**src/rtl/imu_frame_assembler.sv**
```systemverilog
// imu_frame_assembler: orders tagged IMU words into double-buffered 6-axis frames for the filter.
// Optional macro IMU_FRAME_OVERWRITE_EN: newest frame overwrites an unconsumed one instead of stalling input.
module imu_frame_assembler #(
  parameter int DATA_W = 16,
  parameter int ACC_W  = 16,
  parameter int GYRO_W = 16,
  parameter int CNT_W  = 8
) (
  input  logic              clk,
  input  logic              rst,
  input  logic              flush,
  input  logic              s_valid,
  output logic              s_ready,
  input  logic [2:0]        s_tag,
  input  logic [DATA_W-1:0] s_data,
  output logic              m_valid,
  input  logic              m_ready,
  output logic [ACC_W-1:0]  m_a_x,
  output logic [ACC_W-1:0]  m_a_y,
  output logic [ACC_W-1:0]  m_a_z,
  output logic [GYRO_W-1:0] m_w_x,
  output logic [GYRO_W-1:0] m_w_y,
  output logic [GYRO_W-1:0] m_w_z,
  output logic [CNT_W-1:0]  seq_err_cnt,
  output logic [CNT_W-1:0]  overrun_cnt
);
  logic [2:0]        idx;
  logic              en;
  logic [ACC_W-1:0]  c_ax, c_ay, c_az;
  logic [GYRO_W-1:0] c_wx, c_wy;
  logic              acc, hit, done, ov_hit;
`ifdef IMU_FRAME_OVERWRITE_EN
  assign s_ready = en;
  assign ov_hit  = done && m_valid && !m_ready;
`else
  // Stall only the frame-completing word while the held frame is still unconsumed
  assign s_ready = en && !(idx == 3'd5 && m_valid && !m_ready);
  assign ov_hit  = 1'b0;
`endif
  assign acc  = s_valid && s_ready && !flush;
  assign hit  = acc && s_tag == idx;
  assign done = hit && idx == 3'd5;
  always_ff @(posedge clk or posedge rst) begin
    if (rst) begin
      en          <= 1'b0;
      idx         <= 3'd0;
      c_ax        <= '0;
      c_ay        <= '0;
      c_az        <= '0;
      c_wx        <= '0;
      c_wy        <= '0;
      m_valid     <= 1'b0;
      m_a_x       <= '0;
      m_a_y       <= '0;
      m_a_z       <= '0;
      m_w_x       <= '0;
      m_w_y       <= '0;
      m_w_z       <= '0;
      seq_err_cnt <= '0;
      overrun_cnt <= '0;
    end else begin
      en <= 1'b1;
      if (flush) begin
        idx     <= 3'd0;
        m_valid <= 1'b0;
      end else begin
        if (acc) begin
          if (hit) idx <= done ? 3'd0 : idx + 3'd1;
          else begin
            seq_err_cnt <= seq_err_cnt + {{(CNT_W-1){1'b0}}, ~&seq_err_cnt};
            idx         <= (s_tag == 3'd0) ? 3'd1 : 3'd0;
          end
          // A mismatched tag 0 still starts a fresh frame
          if (hit || s_tag == 3'd0) begin
            if (s_tag == 3'd0) c_ax <= s_data[ACC_W-1:0];
            if (s_tag == 3'd1) c_ay <= s_data[ACC_W-1:0];
            if (s_tag == 3'd2) c_az <= s_data[ACC_W-1:0];
            if (s_tag == 3'd3) c_wx <= s_data[GYRO_W-1:0];
            if (s_tag == 3'd4) c_wy <= s_data[GYRO_W-1:0];
          end
        end
        if (done) begin
          m_valid <= 1'b1;
          m_a_x   <= c_ax;
          m_a_y   <= c_ay;
          m_a_z   <= c_az;
          m_w_x   <= c_wx;
          m_w_y   <= c_wy;
          m_w_z   <= s_data[GYRO_W-1:0];
          if (ov_hit) overrun_cnt <= overrun_cnt + {{(CNT_W-1){1'b0}}, ~&overrun_cnt};
        end else if (m_valid && m_ready) m_valid <= 1'b0;
      end
    end
  end
endmodule

```
**config.mk**
```make
export PLATFORM = sky130hd
export DESIGN_NAME = imu_frame_assembler
export DESIGN_NICKNAME = d
export VERILOG_FILES = /design/src/rtl/imu_frame_assembler.sv
export SDC_FILE = /design/constraint.sdc
export NUM_CORES = 1
export LEC_CHECK = 0
export CORE_MARGIN = 1.5
export CORE_UTILIZATION = 50
export DETAILED_ROUTE_END_ITERATION = 12
export DONT_BUFFER_PORTS = 1
export GPL_ROUTABILITY_DRIVEN = 0
export PLACE_DENSITY = 0.68
export SLEW_MARGIN = 20
export SYNTH_ARGS = -nofsm -noshare
export SYNTH_HDL_FRONTEND = slang
export SYNTH_SLANG_ARGS = --single-unit
```
**constraint.sdc**
```tcl
create_clock -name clk -period 10.3 [get_ports clk]
set_clock_uncertainty 0.2 [all_clocks]
set_input_delay 0.515 -clock clk [delete_from_list [all_inputs] [get_ports clk]]
set_output_delay 0.515 -clock clk [all_outputs]
set_load 0.02 [all_outputs]
```
==> qor.yml <==
clock_tree:
  cts_buffers: 17
  cts_htree_levels: 4
  clkSlewWorstSetupHoldPaths_ps: 60
  number_of_buffers_between_clock_root_and_the_deepest_sink: 2
  clock-sinks: 189
  tritoncts: "done"
  worstSkewPairLatency_ps: 420
  clock-root-buffer: "clkbuf_16"
  ctsResizeCount: 0
cells_and_area:
  post_route_cells_drive_above_1_share: 0.452
  area_growth_pct: 10.4
  antenna_cells_inserted: 0
  num-fill-cells: 1117
  fin_nets: 493
sta:
  max-slew-margin-rel: 0.282
  slew_violations: 0
  fmax_ghz: 0.292
  final.period_utilization: 0.332
  final_hold_viol_count: 0
  setup_viol_count_final: 0
  grt_setup_unrepaired: "false"
  post_route_minimum_period_ps: 3420
  totalNegativeSetupSlack_ps: 0
  tightest_slew_ps: 1070
floorplanning:
  die_width_um: 124
  row_count: 44
  pin_count: 138
  die_area_mm2: 0.0154
  fp.dieH_um: 124
  start_util: 0.510
  core_area_mm2: 0.0144
power:
  vdd_ir_drop_max_mv: 0.0987
  share_comb_of_total_power: 0.039
  switching_power_of_the_nets_uw: 324
  internal_power_mw: 1.16
  powerDensity_mw_per_mm2: 183
  static_leakage_power_nw: 4.22
  part_of_the_power_in_registers: 0.535
  post_route_total_power_mw: 1.49
  power_frac_clock: 0.426
  netSwitchingFraction: 0.218
setup_path:
  cpPeakStageDelay_ps: 820
  crit_chain: "nor2_1, o221a_2, nand4_1, buf_4, mux2_2"
  worst-endpoint-arrival_ps: 3520
  crit_path_top_delay_cell: "nand4_1"
  kind_of_capture_point_of_the_worst_setup_path: "flop"
  worst-path-buf-inv: 1
  critical_path_required_ps: 10390
  path_delay_family: "simple AND/OR/NAND/NOR gates"
  crit_path_start_kind: "flop"
  setup.worst_path.class: "reg2reg"
  crit_path_max_fo: 77
synthesis:
  netlist.area_leader.share: 0.644
  async_flop_share: 1.00
  synth_cell_types: 35
  synth-main-ff-cell: "dfrtp_1"
  syn_area_mm2: 0.00735
  ys_seq_area_frac: 0.644
  ys.warnings.count: 0
  most_common_library_cells_after_synthesis: "189 x dfrtp_1, 169 x mux2_2, 13 x buf_2, 9 x mux2_4, 8 x buf_4"
  yosys_register_bits: 189
  syn-instance-count: 458
  syn_area_per_cell_um2: 16.0
  synth_enable_flop_cells: 0
  yosys.cell_count.top_type: "dfrtp_1"
  synth.largest_area_cell: "dfrtp_1"
  netlist_top_cells_area: "dfrtp_1 64%, mux2_2 26%, mux2_4 1.8%"
global_route:
  grt-ovfl-total: 0
  grt_pass1_vias: 3983
  grt_first_pass_wirelength_um: 22000
  grt_start_max_net_pins: 116
  number_of_antenna_violations_at_the_first_check_in_global_routing: 0
  grt_use_total: 0.183
routing:
  drt-initial-drc-count: 181
  dr.pass1.iters: 4
  drt.antenna.violating_nets: 0
  drcViolationCount: 0
  postRouteWirelength_um: 13200
  routedWlPerCell_um: 20.0
  num_vias: 3686
  drt-vias-per-instance: 5.57
worst_hold_path:
  min_path_type: "in2reg"
status:
  result_of_the_run: "finished clean"
placement:
  numPortBuffers: 0
  detailed_place_hpwl_um: 8540
flow_run:
  max_cap_viol_count: 0
[registers in the layout, summed over array words and instances, names as in the netlist]
| register | cells |
|---|---|
| m_w_y | 16 |
| c_ax | 16 |
| c_wx | 16 |
| m_a_y | 16 |
| c_wy | 16 |
| m_w_x | 16 |
| en | 1 |
| c_az | 16 |
| m_valid | 1 |
| c_ay | 16 |
| m_w_z | 16 |
| seq_err_cnt | 8 |
| m_a_x | 16 |
| idx | 3 |
| m_a_z | 16 |
[layout by cell type, fill, tap and decap left out, types with 3 or more instances in the layout]
cell type and instances:
mux2_2 169, nand3_1 7, nand2_1 7, clkinv_2 3, conb_1 9, nand4_1 3, mux2_4 9, ha_1 4
buf_4 4, clkinv_4 3, xor2_1 5, and2_1 6, clkbuf_1 3, clkbuf_16 17, dfrtp_1 189, clkinvlp_4 3
[worst paths after layout]
| kind | startpoint | endpoint | slack (ps) | depth (start not counted) |
|---|---|---|---|---|
| worst max-delay path | idx[0] | m_a_y[15] | 6880 | 5 |
| worst min-delay path | s_data[4] | c_wy[4] | 40 | 1 |
| max in group asynchronous | rst | c_az[14] | 7930 | 4 |
| min in group asynchronous | rst | m_w_x[0] | 350 | 2 |
| worst max register to register | idx[0] | m_a_y[15] | 6880 | 5 |
| worst min register to register | c_wy[5] | c_wy[5] | 300 | 1 |
[final cells by class]
type / count / area, µm² / area share
well taps: 184 / 230 / 0.0284
clock buffers: 22 / 464 / 0.0572
flip-flops and latches: 189 / 4730 / 0.583
repair buffers: 7 / 77.6 / 0.00956
clock inverters: 10 / 115 / 0.0142
inverters: 2 / 12.5 / 0.00154
multi-input cells: 248 / 2490 / 0.306
[power by group through the flow]
stage / sequential (mW) / combinational (mW) / clock, mW
after floorplan: 0.803 / 0.0511 / 0
after global placement: 0.807 / 0.0554 / 0
after detailed placement: 0.809 / 0.0581 / 0
after CTS: 0.795 / 0.0585 / 0.648
after global routing: 0.798 / 0.0671 / 0.680
final: 0.795 / 0.0586 / 0.632
[stage by stage]
stage          utilization  cell area (µm²)  cells  setup slack [ps]  hold slack [ps]
3_3_place_gp         0.519             7490    627              6880              280
3_5_place_dp         0.519             7490    627              6800              290
6_report             0.563             8120    662              6880             42.0
2_1_floorplan            -             7380    465              4440              275
4_1_cts              0.560             8080    660              6880             21.3
5_1_grt              0.563             8120    662              6640             16.7
[layer usage]
| layer | global-route usage | up-vias | share of wire |
|---|---|---|---|
| li1 | - | 1625 | - |
| met1 | 0.245 | 1923 | 0.44 |
| met2 | 0.276 | 123 | 0.48 |
| met3 | 0.0724 | 15 | 0.072 |
| met4 | 0.0541 | 0 | 0.014 |
| met5 | 0 | - | 0 |
[cells by family (layout without fill, tap and decap cells)]
family / after synthesis / in the layout / share of synthesized area
compound gates: 7 / 7 / 0.00630
xor+xnor: 7 / 7 / 0.00834
fa+ha+maj: 4 / 4 / 0.00681
buf+inv: 28 / 41 / 0.0216
flops: 189 / 189 / 0.644
mux: 178 / 178 / 0.277
other cells: 2 / 9 / 0.00102
simple gates: 43 / 43 / 0.0351
[repair_timing]
item | 4_1_cts | 5_1_grt
buffers inserted | 0 | 0
hold endpoints to repair | 2 | 33
hold buffers | 1 | 1
No activity file was read; power rests on OpenSTA's default activity.
